`src/rtl/uart_status_transmitter.sv`:
```
// UART transmitter: start bit, 8 data bits LSB-first, optional even parity, STOP_BITS stop bits.
// Optional parity bit is enabled by defining TX_PARITY_EN.
module uart_status_transmitter #(
  parameter int unsigned DIV_DEFAULT = 434,
  parameter int unsigned STOP_BITS   = 1
) (
  input  logic       clk,
  input  logic       reset,
  input  logic [2:0] BC,
  input  logic [7:0] DataIn,
  input  logic       Tx_valid,
  output logic       Tx_ready,
  output logic       Tx_out,
  output logic       Tx_busy,
  output logic       Tx_done
);

  localparam int unsigned DIV_MAX = (DIV_DEFAULT > 217) ? DIV_DEFAULT : 217;
  localparam int unsigned CNT_W   = $clog2(DIV_MAX);

  typedef enum logic [2:0] {
    IDLE   = 3'd0,
    START  = 3'd1,
    DATA   = 3'd2,
    PARITY = 3'd3,
    STOP   = 3'd4
  } state_t;

  state_t           state, state_n;
  logic [CNT_W-1:0] cnt, cnt_n;
  logic [CNT_W-1:0] last, last_n;
  logic [CNT_W-1:0] div_sel;
  logic [2:0]       idx, idx_n;
  logic             stop_idx, stop_idx_n;
  logic [7:0]       data, data_n;
  logic             out_n, ready_n, busy_n, done_n;
  logic             wrap;

  // Terminal count (DIV-1) for the selected baud rate
  always_comb begin
    case (BC)
      3'b001:  div_sel = CNT_W'(216);
      3'b010:  div_sel = CNT_W'(108);
      3'b011:  div_sel = CNT_W'(71);
      3'b100:  div_sel = CNT_W'(35);
      default: div_sel = CNT_W'(DIV_DEFAULT - 1);
    endcase
  end

  assign wrap = (cnt == last);

  // Next-state and registered-output logic
  always_comb begin
    state_n    = state;
    cnt_n      = cnt;
    last_n     = last;
    idx_n      = idx;
    stop_idx_n = stop_idx;
    data_n     = data;
    out_n      = Tx_out;
    ready_n    = Tx_ready;
    busy_n     = Tx_busy;
    done_n     = 1'b0;

    if (state != IDLE) begin
      cnt_n = wrap ? '0 : cnt + CNT_W'(1);
    end

    case (state)
      IDLE: begin
        out_n   = 1'b1;
        ready_n = 1'b1;
        busy_n  = 1'b0;
        if (Tx_valid && Tx_ready) begin
          state_n = START;
          cnt_n   = '0;
          last_n  = div_sel;
          data_n  = DataIn;
          out_n   = 1'b0;
          ready_n = 1'b0;
          busy_n  = 1'b1;
        end
      end

      START: begin
        if (wrap) begin
          state_n = DATA;
          idx_n   = 3'd0;
          out_n   = data[0];
        end
      end

      DATA: begin
        if (wrap) begin
          if (idx == 3'd7) begin
`ifdef TX_PARITY_EN
            state_n = PARITY;
            out_n   = ^data;
`else
            state_n    = STOP;
            stop_idx_n = 1'b0;
            out_n      = 1'b1;
`endif
          end else begin
            idx_n = idx + 3'd1;
            out_n = data[idx + 3'd1];
          end
        end
      end

      PARITY: begin
        if (wrap) begin
          state_n    = STOP;
          stop_idx_n = 1'b0;
          out_n      = 1'b1;
        end
      end

      STOP: begin
        if (wrap) begin
          if (stop_idx == 1'(STOP_BITS - 1)) begin
            state_n = IDLE;
            ready_n = 1'b1;
            busy_n  = 1'b0;
            done_n  = 1'b1;
          end else begin
            stop_idx_n = 1'b1;
          end
        end
      end

      default: begin
        state_n = IDLE;
        out_n   = 1'b1;
        ready_n = 1'b1;
        busy_n  = 1'b0;
      end
    endcase
  end

  // State and output registers; reset drops any frame in flight
  always_ff @(posedge clk or posedge reset) begin
    if (reset) begin
      state    <= IDLE;
      cnt      <= '0;
      last     <= '0;
      idx      <= 3'd0;
      stop_idx <= 1'b0;
      data     <= 8'h00;
      Tx_out   <= 1'b1;
      Tx_ready <= 1'b1;
      Tx_busy  <= 1'b0;
      Tx_done  <= 1'b0;
    end else begin
      state    <= state_n;
      cnt      <= cnt_n;
      last     <= last_n;
      idx      <= idx_n;
      stop_idx <= stop_idx_n;
      data     <= data_n;
      Tx_out   <= out_n;
      Tx_ready <= ready_n;
      Tx_busy  <= busy_n;
      Tx_done  <= done_n;
    end
  end

endmodule

```
`config.mk`:
```
export PLATFORM = sky130hd
export DESIGN_NAME = uart_status_transmitter
export DESIGN_NICKNAME = d
export VERILOG_FILES = /design/src/rtl/uart_status_transmitter.sv
export SDC_FILE = /design/constraint.sdc
export NUM_CORES = 1
export LEC_CHECK = 0
export CELL_PAD_IN_SITES_DETAIL_PLACEMENT = 1
export CELL_PAD_IN_SITES_GLOBAL_PLACEMENT = 1
export CORE_MARGIN = 2
export CORE_UTILIZATION = 40
export CTS_CLUSTER_DIAMETER = 200
export DETAILED_ROUTE_END_ITERATION = 8
export PLACE_DENSITY_LB_ADDON = 0.25
export SYNTH_ARGS = -nofsm -noshare
export SYNTH_HDL_FRONTEND = slang
export SYNTH_SLANG_ARGS = --single-unit
```
`constraint.sdc`:
```
create_clock -name clk -period 1.7 [get_ports clk]
set_input_delay 0.17 -clock clk [delete_from_list [all_inputs] [get_ports clk]]
set_output_delay 0.17 -clock clk [all_outputs]
set_load 0.01 [all_outputs]
```
==> results_dict.tcl, run 1 <==
set metrics [dict create \
    cap_violations 0 \
    synth_nets 191 \
    hold_ws_ns 0.2783 \
    die_w_um 71.35 \
    startpoint "cnt[0]" \
    final_cell_area_mm2 0.002522 \
    grt_max_degree 36 \
    slowest_delay_ns 0.42 \
    drt_iter0_markers 54 \
    drt_wl_total_um 4918 \
    synth.largest_area_cell "dfrtp_1" \
    grt_pass1_vias 1564 \
    ir_drop_uv 413.4 \
    post_dp_cell_area_mm2 0.002190 \
    synth-seq-cells 35 \
    worstMarginPinSlew_ns 0.4536 \
    total_power_mw 1.687 \
    final_layout_size_suffix_gt1_frac 0.3470 \
    finalSetupViolations 1 \
    via_count 1507 \
    gp_congestion 0.8063 \
    fin_worst_skew_ns 0.009303 \
    leakage_nw 1.080 \
    h-tree-depth 2 \
    clock_latency_ns 0.29 \
    hp-class "input port to async pin" \
    power.net_switching_mw 0.3463 \
    setup.worst_path.end_class "flip-flop" \
    syn_area_per_cell_um2 10.43 \
    p_clk_frac 0.468 \
    async_reset_ff_frac 1.000 \
    internal-power_mw 1.341 \
    synth_edf_count 0 \
    seqPwrFrac 0.493 \
    tns_ns -0.06531 \
    root_buffer "clkbuf_8" \
    multi_input_area_mm2 0.001056 \
    dieHeight_um 71.35 \
    wl_per_cell_um 18.15 \
    numCtsBuffers 5 \
    start_util 0.4167 \
    area_growth_pct 39.03 \
    synthCells 174 \
    power_density_mw_per_mm2 668.8 \
    ys_types 49 \
    seqCellArea_um2 885.9 \
    layout.nets 235 \
    start_kind "flip-flop" \
    clk_pin_slew_ns 0.08 \
    cp_cell_sequence "ha_2 > nand3_1 > or2_2 > nor2_2 > xnor2_1 > o21ai_0" \
    io_pins 18 \
    path_class "flip-flop to flip-flop" \
    dp.cells 257 \
    crit_fanout 3 \
    power_frac_comb 0.039 \
    drc 0 \
    fillers 460 \
    antenna_cells 0 \
    fin_cells 271 \
    numClockSinks 35 \
    cp.required_ns 1.88 \
    grt_usage 0.1933 \
    dieArea_mm2 0.005090 \
    sw_frac_of_total 0.2053 \
    core_mm2 0.004354 \
    finalCriticalPeriod_ns 1.765 \
    arrival_ns 1.94 \
    fmax_mhz 566.5 \
    gr-total-overflow 0 \
    yosysWarningCount 0 \
    hold_viol_final 0 \
    fp-row-count 24 \
    cpMaxStageDelayCell "dfrtp_1" \
    place_ws_ns 0.0001369 \
    slew_violations 0 \
    violations "setup timing" \
    grt_pass1_wl_um 7603 \
    synthFlopType "dfrtp_1" \
    portBuffers 17 \
    reg2reg_from "cnt[0]" \
    grt_antenna_before_repair 0 \
    dp_hpwl_um 3251 \
    period_share 1.038 \
    cts_tree "done" \
    synth_top_area_share 0.4552 \
    synth.cell_area_mm2 0.001814 \
    postLayoutCoreUtil 0.5793 \
    layout_setup_ws_ns -0.06531 \
    clk_path_buf_depth 2 \
    status "finished, violations left" \
    rsz0062_at_grt "true" \
    yosys-top-cells-area "dfrtp_1 (46%), nand2_1 (5.8%), mux2_2 (5.6%), xnor2_1 (4.8%), o21ai_0 (3.6%)" \
    drt-vias-per-instance 5.561 \
    ant_nets 0 \
    slew_headroom 0.6976 \
    r2r_slack_ns -0.07 \
    drt_first_pass_iters 5 \
    ys_seq_area_frac 0.4841 \
]
cells by family (layout without fill, tap and decap cells):
group / after synthesis / after routing / share of synthesized area
AND/OR/NAND/NOR: 61 / 61 / 0.1710
XOR/XNOR: 11 / 11 / 0.05310
adder cells (fa/ha/maj): 3 / 3 / 0.02069
buffers and inverters: 9 / 54 / 0.02207
flip-flops: 35 / 35 / 0.4841
AO/OA/AOI/OAI: 40 / 40 / 0.1503
multiplexers: 15 / 15 / 0.09862
flip-flops by register name, summed over array words and instances, names as in the netlist:
signal    cells
state         3
last          8
data          8
Tx_out        1
Tx_ready      1
idx           3
Tx_busy       1
Tx_done       1
cnt           9
final timing paths:
path,end,cells past startpoint
worst max register to register,cnt[8],6
worst min register to register,data[7],1
max in group asynchronous,last[7],3
worst min-delay path,cnt[5],3
worst max-delay path,cnt[8],6
min in group clk,data[5],2
worst max-delay path: cells and delay by family, from the launching register on:
family	cells	cell delay, ns
simple gates	3	0.65
flops	1	0.42
compound gates	1	0.26
fa+ha+maj	1	0.23
xor+xnor	1	0.09
Yosys cell counts, types with 2 or more instances:
library cell / count
buf_2: 2
a21oi_1: 3
nand2_1: 28
o21ai_1: 2
nor2_1: 8
dfstp_2: 2
nand2b_1: 3
nand3_1: 4
ha_1: 3
o211ai_1: 2
mux2_2: 9
nor4_1: 2
inv_1: 5
or3_1: 3
dfrtp_1: 33
xnor2_1: 10
o21a_1: 2
nor3_1: 5
mux2i_1: 4
o21ai_0: 13
a21o_1: 3
timing repair:
action	4_1_cts	5_1_grt
setup endpoints to repair	10	13
cloned	0	1
setup buffers	1	5
hold buffers	0	0
pin swaps	1	9
gates resized for setup	3	33
power groups by stage:
stage	clock network [mW]	logic [mW]	registers [mW]
finish	0.790	0.0650	0.832
floorplan	0	0.0227	0.848
detailed placement	0	0.0661	0.848
global route	0.855	0.0712	0.832
global placement	0	0.0641	0.848
CTS	0.798	0.0671	0.832
routing by layer:
layer / vias up / part of all wire / track usage
li1: 708 / - / -
met1: 751 / 0.42 / 0.2338
met2: 42 / 0.54 / 0.3405
met3: 6 / 0.036 / 0.04079
met4: 0 / 0.012 / 0.06709
met5: - / 0 / 0
cell type report:
cell class / count / area share
clock buffer: 6 / 0.03274
clock inverter: 2 / 0.01389
inverter: 5 / 0.007440
multi-input combinational: 130 / 0.4186
sequential: 35 / 0.3512
tap: 52 / 0.02579
timing repair buffer: 41 / 0.1503
layout by cell type (no fill, tap or decap), drive strengths merged, types with 2 or more instances in the layout:
master          n
nor4            2
dfrtp          33
xnor2          10
o21a            2
clkbuf          6
or3             3
clkdlybuf4s50  17
nand2          28
inv             5
a21o            3
nor3            7
dfstp           2
nor2            8
o21ai          15
a21oi           4
nand2b          3
o31ai           2
o211ai          3
mux2i           4
nand3           6
ha              3
mux2           10
buf            24
No activity file was read; power rests on OpenSTA's default activity.
==> inputs of run 2 (changes only) <==
Settings changed: CAP_MARGIN set to 20, PLACE_DENSITY set to 0.8, PLACE_DENSITY_LB_ADDON 0.25 to unset.
==> run 2 against run 1 <==
Effect of this change:
- the flow still finishes with violations (setup timing)
- final cell count is 1.8% higher
- sequential power about the same
- final area fell by 2.3%
- hold slack worse by 0.067 ns
- utilization decreased by 1.3 points
- clock power decreased by 24%
- setup slack improved by 0.041 ns
- combinational power grew 4.6%
- count of clock-buffer cells in the layout rose by 1
- flip-flop and latch count unchanged
- fmax up 2.4%
- via count is 4.9% higher
- largest cell class unchanged
- highest routed layer unchanged
==> results_dict.tcl, run 2 (synthesis gave the netlist of run 1 again) <==
set metrics [dict create \
    status "finished, violations left" \
    violations "setup timing" \
    layout_setup_ws_ns -0.02394 \
    largest_reg_flops 9 \
    drt_wl_total_um 5751 \
    rsz0062_at_grt "true" \
    leakage_nw 1.081 \
    period_share 1.014 \
    power_frac_comb 0.045 \
    slowest_delay_ns 0.45 \
    slew_headroom 0.6770 \
    drt_first_pass_iters 4 \
    worstMarginPinSlew_ns 0.4844 \
    die_w_um 71.35 \
    gr-total-overflow 0 \
    sw_frac_of_total 0.2316 \
    arrival_ns 1.94 \
    r2r_cells 6 \
    finalSetupViolations 4 \
    h-tree-depth 2 \
    dp_hpwl_um 3470 \
    multi_input_area_mm2 0.001016 \
    core_mm2 0.004354 \
    fp-row-count 24 \
    numClockSinks 35 \
    io_pins 18 \
    seqPwrFrac 0.554 \
    finalCriticalPeriod_ns 1.724 \
    cp_cell_sequence "and3_4 > o211ai_4 > o31ai_4 > buf_6 > or3_1 > o211ai_1" \
    clock_latency_ns 0.30 \
    reg2reg_from "cnt[7]" \
    start_util 0.4167 \
    final_layout_size_suffix_gt1_frac 0.3259 \
    hold_viol_final 0 \
    grt_max_degree 25 \
    cap_violations 0 \
    area_growth_pct 35.86 \
    cp.required_ns 1.91 \
    numCtsBuffers 5 \
    grt_pass1_wl_um 8155 \
    final_common_cell "dfrtp_1" \
    crit_fanout 6 \
    rr_endpoint "cnt[4]" \
    gp_congestion 0.7789 \
    seqCellArea_um2 883.3 \
    largest-register "cnt" \
    dieHeight_um 71.35 \
    grt_antenna_before_repair 0 \
    portBuffers 17 \
    drt_iter0_markers 63 \
    grt_usage 0.2096 \
    ant_nets 0 \
    ir_drop_uv 514.4 \
    slew_violations 0 \
    dp.cells 255 \
    cpMaxStageDelayCell "dfrtp_2" \
    setup.worst_path.end_class "flip-flop" \
    wl_per_cell_um 20.84 \
    clk_pin_slew_ns 0.08 \
    clk_path_buf_depth 2 \
    via_count 1581 \
    p_clk_frac 0.401 \
    cts_tree "done" \
    start_kind "flip-flop" \
    layout.nets 240 \
    fin_cells 276 \
    power.net_switching_mw 0.3483 \
    path_class "flip-flop to flip-flop" \
    internal-power_mw 1.156 \
    dieArea_mm2 0.005090 \
    antenna_cells 0 \
    r2r_slack_ns -0.02 \
    fin_worst_skew_ns 0.01255 \
    grt_pass1_vias 1648 \
    fmax_mhz 580.1 \
    fillers 470 \
    largestRegisters "cnt (9), data (8), last (8)" \
    drt-vias-per-instance 5.728 \
    mostFrequentLayoutCells "dfrtp_1 (29), nand2_1 (27), buf_4 (24), clkdlybuf4s50_1 (17), o21ai_0 (13)" \
    drc 0 \
    root_buffer "clkbuf_8" \
    hp-class "input port to async pin" \
    power_density_mw_per_mm2 610.1 \
    tns_ns -0.05337 \
]
run 2: critical path, delay by kind of cell, from the launching register on:
kind | cells | cell delay, ns
flip-flops | 1 | 0.45
AND/OR/NAND/NOR | 2 | 0.56
AO/OA/AOI/OAI | 3 | 0.48
buffers and inverters | 1 | 0.15
run 2: area by class of cell:
class	count	area share
multi-input combinational	130	0.4122
sequential	35	0.3584
timing repair buffer	46	0.1624
clock buffer	7	0.03096
tap	52	0.02640
inverter	5	0.007614
clock inverter	1	0.002030
run 2: per-stage QoR:
| stage | worst slack (ns) | instance area (µm²) | hold slack (ns) | total power [mW] | utilization |
|---|---|---|---|---|---|
| 2_1_floorplan | 0.01306 | 1828 | 0.2714 | 0.8711 | - |
| 3_3_place_gp | 0.03902 | 2162 | 0.4766 | 0.9138 | 0.4966 |
| 3_5_place_dp | -0.05464 | 2162 | 0.4962 | 0.9176 | 0.4966 |
| 4_1_cts | 0.005964 | 2288 | 0.2222 | 1.504 | 0.5256 |
| 5_1_grt | -0.08043 | 2465 | 0.2652 | 1.554 | 0.5661 |
| 6_report | -0.02394 | 2465 | 0.2117 | 1.504 | 0.5661 |
run 2: layer usage:
layer  up-vias  share of wire  GRT usage
met5         -              0          0
met4         0          0.026    0.07547
met3        15          0.036    0.04501
met2        44           0.54     0.3621
met1       807           0.40     0.2584
li1        715              -          -
run 2: repair_timing:
item                                    in CTS  in global routing
resized for setup                            7                 19
endpoints found under the hold margin        0                  0
buffers inserted                             1                 11
endpoints found under the setup margin       6                 13
hold buffers                                 0                  0
pin swaps                                    3                 14
gates cloned                                 0                  1
run 2: how the worst max path moves through the flow:
| stage | end | slack, ns | cells past startpoint | startpoint |
|---|---|---|---|---|
| floorplan | Tx_out | 0.01 | 6 | idx[0] |
| global placement | cnt[4] | 0.04 | 6 | cnt[7] |
| detailed placement | Tx_out | -0.05 | 6 | idx[0] |
| CTS | Tx_out | 0.006 | 6 | idx[0] |
| global route | cnt[3] | -0.08 | 6 | last[6] |
| finish | cnt[4] | -0.02 | 6 | cnt[7] |
run 2: power by group through the flow:
stage          combinational [mW]  sequential (mW)  clock, mW
3_3_place_gp               0.0654            0.848          0
6_report                   0.0680            0.832      0.603
4_1_cts                    0.0695            0.833      0.602
5_1_grt                    0.0763            0.832      0.646
3_5_place_dp               0.0692            0.848          0
2_1_floorplan              0.0227            0.848          0
==> inputs of run 3 (changes only) <==
Settings changed: MAX_ROUTING_LAYER set to met4.
==> run 3 against run 2 <==
Effect of this change:
- the flow still finishes with violations (setup timing)
- hold slack worse by 0.0020 ns
- setup slack better by 0.011 ns
- global-route usage is 0.64 points higher
- critical path type unchanged
==> results_dict.tcl, run 3 (synthesis gave the netlist of run 1 again) <==
set metrics [dict create \
    status "finished, violations left" \
    violations "setup timing" \
    area_growth_pct 35.86 \
    gp_congestion 0.7896 \
    antenna_cells 0 \
    cap_violations 0 \
    crit_fanout 6 \
    h-tree-depth 2 \
    layout.nets 240 \
    cts_tree "done" \
    fin_worst_skew_ns 0.01317 \
    setup.worst_path.end_class "flip-flop" \
    start_util 0.4167 \
    finalCriticalPeriod_ns 1.713 \
    gr-total-overflow 0 \
    fmax_mhz 583.8 \
    numCtsBuffers 5 \
    clock_latency_ns 0.30 \
    hp-class "input port to async pin" \
    drc 0 \
    root_buffer "clkbuf_8" \
    drt_first_pass_iters 4 \
    grt_pass1_vias 1648 \
    period_share 1.008 \
    leakage_nw 1.081 \
    dp_hpwl_um 3470 \
    worstMarginPinSlew_ns 0.4875 \
    largest-register "cnt" \
    final_cell_area_mm2 0.002465 \
    postLayoutCoreUtil 0.5661 \
    portBuffers 17 \
    grt_max_degree 25 \
    final_common_cell "dfrtp_1" \
    drt_iter0_markers 56 \
    rsz0062_at_grt "true" \
    mostFrequentLayoutCells "dfrtp_1 (29), nand2_1 (27), buf_4 (24), clkdlybuf4s50_1 (17), o21ai_0 (13)" \
    final_layout_size_suffix_gt1_frac 0.3259 \
    tns_ns -0.02977 \
    die_w_um 71.35 \
    start_kind "flip-flop" \
    core_mm2 0.004354 \
    hold_ws_ns 0.2097 \
    layout_setup_ws_ns -0.01281 \
    drt-vias-per-instance 5.696 \
    drt_wl_total_um 5780 \
    hold_buffers 0 \
    largest_reg_flops 9 \
    largestRegisters "cnt (9), data (8), last (8)" \
    dieHeight_um 71.35 \
    cp.required_ns 1.92 \
    post_dp_cell_area_mm2 0.002162 \
    path_class "flip-flop to flip-flop" \
    numClockSinks 35 \
    clk_pin_slew_ns 0.08 \
    arrival_ns 1.93 \
    io_pins 18 \
    grt_usage 0.2160 \
    via_count 1572 \
    ir_drop_uv 514.3 \
    ant_nets 0 \
    grt_antenna_before_repair 0 \
    hold_viol_final 0 \
    slew_headroom 0.6750 \
    place_ws_ns -0.05464 \
    grt_pass1_wl_um 8148 \
    power_density_mw_per_mm2 609.9 \
    slew_violations 0 \
    fp-row-count 24 \
    wl_per_cell_um 20.94 \
    finalSetupViolations 3 \
    dieArea_mm2 0.005090 \
    clk_path_buf_depth 2 \
]
-- run 3: cell counts in the layout (fill, tap and decap cells not counted) --
No cell type changed its count.
-- run 3: per-stage QoR --
stage,instances,power (mW)
after floorplan,174,0.8711
after global placement,255,0.9138
after detailed placement,255,0.9176
after CTS,264,1.504
after global routing,276,1.556
final,276,1.503
-- run 3: path summary, 6_finish.rpt --
kind / end / slack (ns) / cells after the start / start
min reg2reg: data[1] / 0.52 / 1 / data[1]
max reg2reg: cnt[4] / -0.01 / 6 / cnt[7]
min in group clk: data[3] / 0.50 / 2 / DataIn[3]
max in group asynchronous: cnt[1] / 0.93 / 4 / reset
max: cnt[4] / -0.01 / 6 / cnt[7]
min: data[0] / 0.21 / 3 / reset
-- run 3: worst max-delay path, stage by stage, from the launching register on --
cell      delay [ns]
dfrtp_2         0.45
and3_4          0.21
o211ai_4        0.27
o31ai_4         0.10
buf_6           0.15
or3_1           0.35
o211ai_1        0.10
-- run 3: routing by layer --
metal,up-vias,part of all wire,GRT usage
met5,-,0,-
met4,0,0.023,0.07547
met3,14,0.034,0.04501
met2,46,0.54,0.3621
met1,797,0.41,0.2584
li1,715,-,-
-- run 3: power breakdown --
| group | total, mW | switching (mW) | leakage, nW | internal [mW] |
|---|---|---|---|---|
| logic | 0.0684 | 0.0330 | 0.585 | 0.0355 |
| clock network | 0.603 | 0.315 | 0.0422 | 0.288 |
| registers | 0.832 | 0 | 0.454 | 0.832 |
| total | 1.50 | 0.348 | 1.08 | 1.16 |
-- run 3: timing repair --
action,CTS,global route
pin swaps,3,14
buffers inserted,1,11
gates cloned,0,1
gates resized for setup,7,19
setup endpoints to repair,6,13
-- run 3: cell type report --
class	count	area (µm²)
Inverter	5	18.77
Clock buffer	7	76.32
Tap cell	52	65.06
Timing Repair Buffer	46	400.4
Fill cell	470	1889
Multi-Input combinational cell	130	1016
Clock inverter	1	5.005
Sequential cell	35	883.3
